**src/rtl/gpmc_pkg.sv**
```systemverilog
// Shared definitions for the GPMC host / internal memory arbiter.
// Contents: default address and data widths, the arbiter FSM state
// encoding, and the access source encoding.
package gpmc_pkg;

  localparam int unsigned ADDR_WIDTH_DEF = 16;
  localparam int unsigned DATA_WIDTH_DEF = 16;

  typedef enum logic [2:0] {
    IDLE    = 3'd0,
    H_ISSUE = 3'd1,
    H_DONE  = 3'd2,
    I_ISSUE = 3'd3,
    I_DONE  = 3'd4
  } state_e;

  typedef enum logic {
    SRC_HOST = 1'b0,
    SRC_INT  = 1'b1
  } src_e;

endpackage

```
**src/rtl/gpmc_strobe_edge.sv**
```systemverilog
// Falling-edge detector for one active-low host strobe that is already
// synchronised to clk.
// Ports:
//   clk      - clock, rising edge
//   rst_n    - synchronous active-low reset
//   strobe_n - combined active-low strobe (e.g. cs | we)
//   fall     - one-cycle pulse in the cycle the strobe is first seen low
module gpmc_strobe_edge (
  input  logic clk,
  input  logic rst_n,
  input  logic strobe_n,
  output logic fall
);

  logic prev_q, prev_d;
  // Detection is disarmed by reset until the strobe has been seen high, so
  // a strobe still held low across reset cannot produce an access.
  logic armed_q, armed_d;

  always_comb begin
    prev_d  = strobe_n;
    armed_d = armed_q | strobe_n;
  end

  assign fall = armed_q & prev_q & ~strobe_n;

  // NOTE: sequential state uses non-blocking (<=) so every flop samples the
  // pre-edge values; blocking (=) here would create order-dependent races.
  always_ff @(posedge clk) begin
    if (!rst_n) begin
      prev_q  <= 1'b1;
      armed_q <= 1'b0;
    end else begin
      prev_q  <= prev_d;
      armed_q <= armed_d;
    end
  end

endmodule

```
**src/rtl/gpmc_arbiter.sv**
```systemverilog
// Arbiter sharing one synchronous memory port between an asynchronous-style
// host bus (active-low cs/we/oe, pre-synchronised) and an internal
// valid/ready requester. Host has fixed priority over internal.
// Ports:
//   clk, rst_n                     - clock, synchronous active-low reset
//   host_cs/we/oe, host_addr/wdata - host strobes and request fields
//   host_rdata                     - result of the last host read
//   int_valid/we/addr/wdata        - internal request
//   int_ready                      - internal request accepted this cycle
//   int_rvalid, int_rdata          - internal read result (1-cycle pulse)
//   mem_en/we/addr/wdata, mem_rdata - memory port, read data 1 cycle after mem_en
// Configuration: define ARB_STARVE_GUARD_EN to add a starvation counter that
// forces an internal grant after STARVE_LIMIT host grants made while the
// internal requester was waiting.
module gpmc_arbiter
  import gpmc_pkg::*;
#(
  parameter int unsigned ADDR_WIDTH   = ADDR_WIDTH_DEF,
  parameter int unsigned DATA_WIDTH   = DATA_WIDTH_DEF,
  parameter int unsigned STARVE_LIMIT = 4
) (
  input  logic                  clk,
  input  logic                  rst_n,
  input  logic                  host_cs,
  input  logic                  host_we,
  input  logic                  host_oe,
  input  logic [ADDR_WIDTH-1:0] host_addr,
  input  logic [DATA_WIDTH-1:0] host_wdata,
  output logic [DATA_WIDTH-1:0] host_rdata,
  input  logic                  int_valid,
  input  logic                  int_we,
  input  logic [ADDR_WIDTH-1:0] int_addr,
  input  logic [DATA_WIDTH-1:0] int_wdata,
  output logic                  int_ready,
  output logic                  int_rvalid,
  output logic [DATA_WIDTH-1:0] int_rdata,
  output logic                  mem_en,
  output logic                  mem_we,
  output logic [ADDR_WIDTH-1:0] mem_addr,
  output logic [DATA_WIDTH-1:0] mem_wdata,
  input  logic [DATA_WIDTH-1:0] mem_rdata
);

  if (STARVE_LIMIT < 1) begin : g_bad_limit
    $error("gpmc_arbiter: STARVE_LIMIT must be at least 1");
  end

  // ---------------------------------------------------------------- host edges
  logic host_wr_n, host_rd_n;
  logic wr_fall, rd_fall, host_fall;

  assign host_wr_n = host_cs | host_we;
  assign host_rd_n = host_cs | host_oe;
  assign host_fall = wr_fall | rd_fall;

  gpmc_strobe_edge u_wr_edge (
    .clk      (clk),
    .rst_n    (rst_n),
    .strobe_n (host_wr_n),
    .fall     (wr_fall)
  );

  gpmc_strobe_edge u_rd_edge (
    .clk      (clk),
    .rst_n    (rst_n),
    .strobe_n (host_rd_n),
    .fall     (rd_fall)
  );

  // ------------------------------------------------------------- declarations
  state_e                state_q, state_d;
  logic                  host_pend_q, host_pend_d;
  logic [ADDR_WIDTH-1:0] hl_addr_q, hl_addr_d;
  logic [DATA_WIDTH-1:0] hl_wdata_q, hl_wdata_d;
  logic                  hl_we_q, hl_we_d;
  logic                  acc_we_q, acc_we_d;      // type of the access in flight
  logic [DATA_WIDTH-1:0] host_rdata_q, host_rdata_d;
  logic [DATA_WIDTH-1:0] int_rdata_q, int_rdata_d;
  logic                  int_rvalid_q, int_rvalid_d;
  logic                  force_int;
  src_e                  issue_src;

  // ------------------------------------------------------- starvation guard
`ifdef ARB_STARVE_GUARD_EN
  localparam int unsigned CNT_W = $clog2(STARVE_LIMIT + 1);
  localparam logic [CNT_W-1:0] LIMIT_C = CNT_W'(STARVE_LIMIT);

  logic [CNT_W-1:0] starve_cnt_q, starve_cnt_d;

  // Saturates at the limit; only the IDLE grant decision moves it.
  always_comb begin
    starve_cnt_d = starve_cnt_q;
    if (state_q == IDLE && state_d == I_ISSUE) begin
      starve_cnt_d = '0;
    end else if (state_q == IDLE && state_d == H_ISSUE && int_valid &&
                 starve_cnt_q != LIMIT_C) begin
      starve_cnt_d = starve_cnt_q + CNT_W'(1);
    end
  end

  always_ff @(posedge clk) begin
    if (!rst_n) starve_cnt_q <= '0;
    else        starve_cnt_q <= starve_cnt_d;
  end

  assign force_int = int_valid && (starve_cnt_q == LIMIT_C);
`else
  assign force_int = 1'b0;
`endif

  // ------------------------------------------------------- FSM: state register
  always_ff @(posedge clk) begin
    if (!rst_n) state_q <= IDLE;
    else        state_q <= state_d;
  end

  // ----------------------------------------------------- FSM: next-state logic
  // An internal request is held off in a cycle where a host edge is being
  // detected, so a host edge coincident with int_valid wins even though its
  // pending flag only appears one cycle later.
  always_comb begin
    // NOTE: every combinational output gets a default first so no path
    // leaves it unassigned, which would otherwise infer a latch.
    state_d = state_q;
    unique case (state_q)
      IDLE: begin
        if (force_int)                   state_d = I_ISSUE;
        else if (host_pend_q)            state_d = H_ISSUE;
        else if (int_valid && !host_fall) state_d = I_ISSUE;
      end
      H_ISSUE: state_d = H_DONE;
      I_ISSUE: state_d = I_DONE;
      H_DONE,
      I_DONE:  state_d = IDLE;
      default: state_d = IDLE;
    endcase
  end

  // --------------------------------------------------------- FSM: outputs
  always_comb begin
    mem_en    = 1'b0;
    mem_we    = 1'b0;
    mem_addr  = '0;
    mem_wdata = '0;
    int_ready = 1'b0;
    issue_src = SRC_HOST;
    unique case (state_q)
      H_ISSUE: begin
        mem_en    = 1'b1;
        issue_src = SRC_HOST;
      end
      I_ISSUE: begin
        mem_en    = 1'b1;
        int_ready = 1'b1;
        issue_src = SRC_INT;
      end
      default: ;
    endcase
    if (mem_en) begin
      unique case (issue_src)
        SRC_HOST: begin
          mem_we    = hl_we_q;
          mem_addr  = hl_addr_q;
          mem_wdata = hl_wdata_q;
        end
        SRC_INT: begin
          mem_we    = int_we;
          mem_addr  = int_addr;
          mem_wdata = int_wdata;
        end
        default: ;
      endcase
    end
  end

  // ------------------------------------------------ host latch and read data
  // A new host edge always reloads the latch (dropping any older request) and
  // takes precedence over the clear in H_ISSUE; the issue cycle itself still
  // drives the previously latched values.
  always_comb begin
    host_pend_d  = host_pend_q;
    hl_addr_d    = hl_addr_q;
    hl_wdata_d   = hl_wdata_q;
    hl_we_d      = hl_we_q;
    acc_we_d     = acc_we_q;
    host_rdata_d = host_rdata_q;
    int_rdata_d  = int_rdata_q;
    int_rvalid_d = 1'b0;

    if (host_fall) begin
      host_pend_d = 1'b1;
      hl_addr_d   = host_addr;
      hl_wdata_d  = host_wdata;
      hl_we_d     = wr_fall;
    end else if (state_q == H_ISSUE) begin
      host_pend_d = 1'b0;
    end

    if (mem_en) acc_we_d = mem_we;

    // mem_rdata is valid during the done cycle; results register at its end.
    if (state_q == H_DONE && !acc_we_q) host_rdata_d = mem_rdata;
    if (state_q == I_DONE && !acc_we_q) begin
      int_rdata_d  = mem_rdata;
      int_rvalid_d = 1'b1;
    end
  end

  always_ff @(posedge clk) begin
    if (!rst_n) begin
      host_pend_q  <= 1'b0;
      hl_addr_q    <= '0;
      hl_wdata_q   <= '0;
      hl_we_q      <= 1'b0;
      acc_we_q     <= 1'b0;
      host_rdata_q <= '0;
      int_rdata_q  <= '0;
      int_rvalid_q <= 1'b0;
    end else begin
      host_pend_q  <= host_pend_d;
      hl_addr_q    <= hl_addr_d;
      hl_wdata_q   <= hl_wdata_d;
      hl_we_q      <= hl_we_d;
      acc_we_q     <= acc_we_d;
      host_rdata_q <= host_rdata_d;
      int_rdata_q  <= int_rdata_d;
      int_rvalid_q <= int_rvalid_d;
    end
  end

  assign host_rdata = host_rdata_q;
  assign int_rdata  = int_rdata_q;
  assign int_rvalid = int_rvalid_q;

endmodule

```
**config.mk**
```make
export PLATFORM = sky130hd
export DESIGN_NAME = gpmc_arbiter
export DESIGN_NICKNAME = d
export VERILOG_FILES = /design/src/rtl/gpmc_pkg.sv /design/src/rtl/gpmc_strobe_edge.sv /design/src/rtl/gpmc_arbiter.sv
export SDC_FILE = /design/constraint.sdc
export NUM_CORES = 1
export LEC_CHECK = 0
export BUFFER_PORTS_ARGS = -buffer_cell sky130_fd_sc_hd__buf_2
export CAP_MARGIN = 5
export CORE_UTILIZATION = 46
export CTS_CLUSTER_DIAMETER = 80
export DETAILED_ROUTE_END_ITERATION = 7
export HOLD_SLACK_MARGIN = 0.08
export PLACE_DENSITY_LB_ADDON = 0.25
export SKIP_CTS_REPAIR_TIMING = 1
export SLEW_MARGIN = 20
export SYNTH_ARGS = -nofsm -noshare
export SYNTH_HDL_FRONTEND = slang
export SYNTH_HIERARCHICAL = 1
export SYNTH_SLANG_ARGS = --single-unit
```
**constraint.sdc**
```tcl
create_clock -name clk -period 2.3 [get_ports clk]
set_input_delay 0.46 -clock clk [delete_from_list [all_inputs] [get_ports clk]]
set_output_delay 0.46 -clock clk [all_outputs]
set_load 0.02 [all_outputs]
```
# Yosys cells after proc, flatten, opt, wreduce, memory -nomap -nowiden
# Index checks and enable logic that the tools add are counted.
# word_totals
reg_bits	75
in_bits	87
output_inout_bits	68
word_cells	52
# op_classes
eq_ne	5
mux	14
n_bitwise	12
reduce_logical	8
# op_table
cell	n
case mux 16 bit (2 select lines)	2
2-to-1 mux 16 bit	2
case mux 3 bit (3 select lines)	1
== test 3 x 2 -> 1 bit (second input constant)	2
2-to-1 mux 1 bit	6
2-to-1 mux 3 bit	2
OR 1 bit	5
AND 1 bit	4
== test 3 x 1 -> 1 bit (second input constant)	1
== test 3 bit (second input constant)	1
logical AND 1 bit	3
zero test 3 bit	1
inequality test 3 bit (second input constant)	1
NOT 1 bit	3
zero test 1 bit	2
case mux 1 bit (2 select lines)	1
nonzero test 2 bit	1
OR reduction 2 bit	1

# Depth between registers and ports, before layout
# logic_depth
ltp_word	9
mapped_depth	7
depth_no_buf	5

# Hierarchy
# Netlist, hierarchy kept.
# by_module_without_submodules
mod	instances	cells_per_inst	area_per_inst_um2	seq_area_each_um2
gpmc_arbiter	1	370	3173.0	1421.4
gpmc_strobe_edge	2	5	62.6	40.0

# Worst setup path before layout
# No wires, ideal clock.
# synth_timing
path_type	in2reg
from	in host_we
to	reg hl_wdata_q[0]
arrival_ps	1714
t_required_ps	2230
slack_ps	516
cell_stages	7
n_path_buf	2
path_cell_list	or2_2 and3b_1 or2_2 clkbuf_1 clkbuf_1 nand2_1 a21oi_1
# synth_between
elab_chain_cells	4
# synth_lines
element	line_no	source
start: declaration	gpmc_arbiter.sv:25	input logic host_we,
OR 1 bit	gpmc_arbiter.sv:52	assign host_wr_n = host_cs | host_we;
NOT 1 bit	gpmc_strobe_edge.sv:25	assign fall = armed_q & prev_q & ~strobe_n;
AND 1 bit	gpmc_strobe_edge.sv:25	
named net wr_fall	gpmc_arbiter.sv:50	logic wr_fall, rd_fall, host_fall;
OR 1 bit	gpmc_arbiter.sv:54	assign host_fall = wr_fall | rd_fall;
end signal: assignment	gpmc_arbiter.sv:222	hl_wdata_q <= hl_wdata_d;
end: declaration	gpmc_arbiter.sv:74	logic [DATA_WIDTH-1:0] hl_wdata_q, hl_wdata_d;
# The timed path passes the listed nets, and every way through them passes these cells.
# A chain may end at the register's enable or synchronous reset.

# Worst setup path in the final report
# layout_timing
from	reg state_q[0]
to	out int_ready
# layout_between
elab_chain_cells	2
# layout_lines
element	line_no	source
start: declaration	gpmc_arbiter.sv:71	state_e state_q, state_d;
start signal: assignment	gpmc_arbiter.sv:114	else state_q <= state_d;
== test 3 x 2 -> 1 bit	gpmc_arbiter.sv:147	unique case (state_q)
2-to-1 mux 1 bit	gpmc_arbiter.sv:147	
end: declaration	gpmc_arbiter.sv:34	output logic int_ready,
# No other way between the ends.

==> flow_summary.json <==
{
  "synthSimpleGateAreaFrac_pct": 23.3,
  "hold_slack_ns": 0.360,
  "vias": 3013,
  "slowest_delay_ns": 0.39,
  "place_congestion": 0.714,
  "tns_ns": 0,
  "area_growth_pct": 30.3,
  "fin_skew_ns": 0.00947,
  "cp.required_ns": 1.84,
  "num_io_pins": 155,
  "grt_setup_unrepaired": "false",
  "hold_viol": 0,
  "syn_area_mm2": 0.00330,
  "die_h_um": 86.7,
  "h-tree-depth": 3,
  "top_usage_layer": "met2",
  "ctsLongestPathBuffers": 2,
  "track_usage_pct": 20.4,
  "cap_violations": 0,
  "pre_cts_slack_ns": 0.283,
  "layout_common_cells": "154 x buf_2, 80 x nand2_1, 74 x dfxtp_1",
  "multiInputGateArea_mm2": 0.00159,
  "ys_ff_latch": 75,
  "grt_pass1_vias": 2648,
  "synth_area_leaders": "dfxtp_1 46%, mux2i_1 10%, nand2_1 9.1%",
  "final_net_count": 609,
  "syn_inst": 380,
  "hp-class": "input pin to flip-flop",
  "wl_per_cell_um": 12.4,
  "worstPathMaxFanout": 18,
  "rows": 30,
  "whs_path_depth": 3,
  "synth_top_area_cell": "dfxtp_1",
  "period_minus_slack_ns": 2.09,
  "diodes": 0,
  "grt_max_degree": 55,
  "yosysWarnings": 6,
  "timing.final.ws_setup_ns": 0.214,
  "peakVddDrop_v": 0.000273,
  "powerDensity_mw_per_mm2": 681,
  "slowest_stage": "dfxtp_1",
  "core_area_mm2": 0.00687,
  "leakage_nw": 1.94,
  "drt_iter0_markers": 122,
  "final_common_cell": "buf_2",
  "synth_compound_area_share_pct": 14.9,
  "status": "completed",
  "grtUsageMet3_pct": 4.76,
  "cp_cell_sequence": "or2b_1, buf_4, inv_1, and2_1, buf_2",
  "worstSetupStartpointType": "flip-flop",
  "synth_mux_area_share_pct": 10.0,
  "dp_cells": 607,
  "r2r_cells": 5,
  "finish.instance_area_mm2": 0.00430,
  "root_buffer": "clkbuf_8",
  "final_cells": 623,
  "tightest_slew_ns": 0.630,
  "worstPathArrival_ns": 1.63,
  "synthAdderAreaFrac_pct": 0,
  "fmax_mhz": 479,
  "synth_top_area_share_pct": 45.5,
  "gr-total-overflow": 0,
  "vias_per_cell": 4.84,
  "clk_pin_slew_ns": 0.08,
  "grt_pass1_wl_mm": 12.1,
  "synth-xor-area-share_pct": 0,
  "start_util_pct": 48.0,
  "setup_viol": 0,
  "met1_usage_pct": 25.1,
  "seq_area_frac_synth_pct": 45.5,
  "routed_wl_mm": 7.74,
  "placed_area_mm2": 0.00408,
  "cts_made_buffers": 9,
  "die_w_um": 86.7,
  "port_buffers": 154,
  "worstSetupPathType": "flip-flop to primary output",
  "met2_usage_pct": 34.6,
  "drc": 0,
  "grt_antenna_before_repair": 0,
  "synth_top_family_by_area": "simple AND/OR/NAND/NOR gates",
  "hpwlAfterDp_mm": 5.61,
  "first_pass_iters": 4,
  "slew_headroom_pct": 58.0,
  "die_area_mm2": 0.00751,
  "cts_tree": "done",
  "final_antenna_net_count": 0,
  "drive_gt1_share_pct": 43.8,
  "cts.sinks": 75,
  "fillers": 627,
  "finalCritPeriodShare_pct": 90.7,
  "seq_area_mm2": 0.00150,
  "drv_slew": 0,
  "clkLatencyLatePin_ns": 0.34,
  "end_kind": "primary output",
  "synth_area_per_cell_um2": 8.68,
  "syn_nets": 467,
  "ys_types": 27
}
==> stage by stage <==
step                      power [mW]  utilization [%]
after floorplan                 1.74                -
after global placement          1.89             59.4
after detailed placement        1.90             59.4
after CTS                       2.95             62.6
after global routing            3.05             62.6
final                           2.93             62.6
==> cell families after synthesis <==
family                 after synthesis
buffers and inverters               36
multiplexers                        33
AND/OR/NAND/NOR                    163
AO/OA/AOI/OAI                       73
flip-flops                          75
==> flip-flops by register name (all words and copies together) (netlist names), 3 cells and up <==
name and cells:
hl_wdata_q 16, int_rdata 16, hl_addr_q 16, state_q 3
host_rdata 16
==> cells in the mapped netlist (all sizes together) <==
cell    instances
or2b            1
and3            1
nand3          32
dfxtp          75
or4b            2
or2             3
clkbuf         17
nand2b          2
nor2           37
or3             1
and2            1
and3b           2
o21ai          34
o21a            2
a31oi           1
inv             4
a21oi          36
buf            15
nand2          80
mux2i          33
nor3            1
==> final cells by class <==
type / instances / area share (%)
timing repair buffer: 163 / 19.8
sequential: 75 / 35.0
multi-input combinational: 269 / 37.1
tap: 96 / 2.80
clock buffer: 13 / 3.93
inverter: 4 / 0.349
clock inverter: 3 / 1.05
==> critical path: cells and delay by family (launching register included) <==
kind                   cells  cell delay [ns]
buffers and inverters      3             0.50
AND/OR/NAND/NOR            2             0.40
flip-flops                 1             0.39
==> metal layers <==
metal / up-vias / share of wire (%)
li1: 1565 / -
met1: 1337 / 44
met2: 100 / 49
met3: 11 / 6.0
met4: 0 / 1.2
met5: - / 0
==> power breakdown <==
group | leakage (nW) | internal (mW) | switching, mW
clock network | 0.102 | 0.591 | 0.467
logic | 1.22 | 0.193 | 0.279
registers | 0.611 | 1.36 | 0.0362
==> path summary, 6_finish.rpt <==
check / startpoint / to / slack (ns)
worst min register to register: u_wr_edge/armed_q$_SDFF_PN0_ / u_wr_edge/armed_q$_SDFF_PN0_ / 0.45
worst max-delay path: state_q[0]$_SDFFE_PN0P_ / int_ready / 0.21
worst min-delay path: host_wdata[10] / hl_wdata_q[10]$_SDFFE_PN0P_ / 0.36
worst max register to register: u_wr_edge/prev_q$_SDFF_PN1_ / hl_addr_q[7]$_SDFFE_PN0P_ / 0.65
Note: power is estimated with default switching activity, not from simulation.
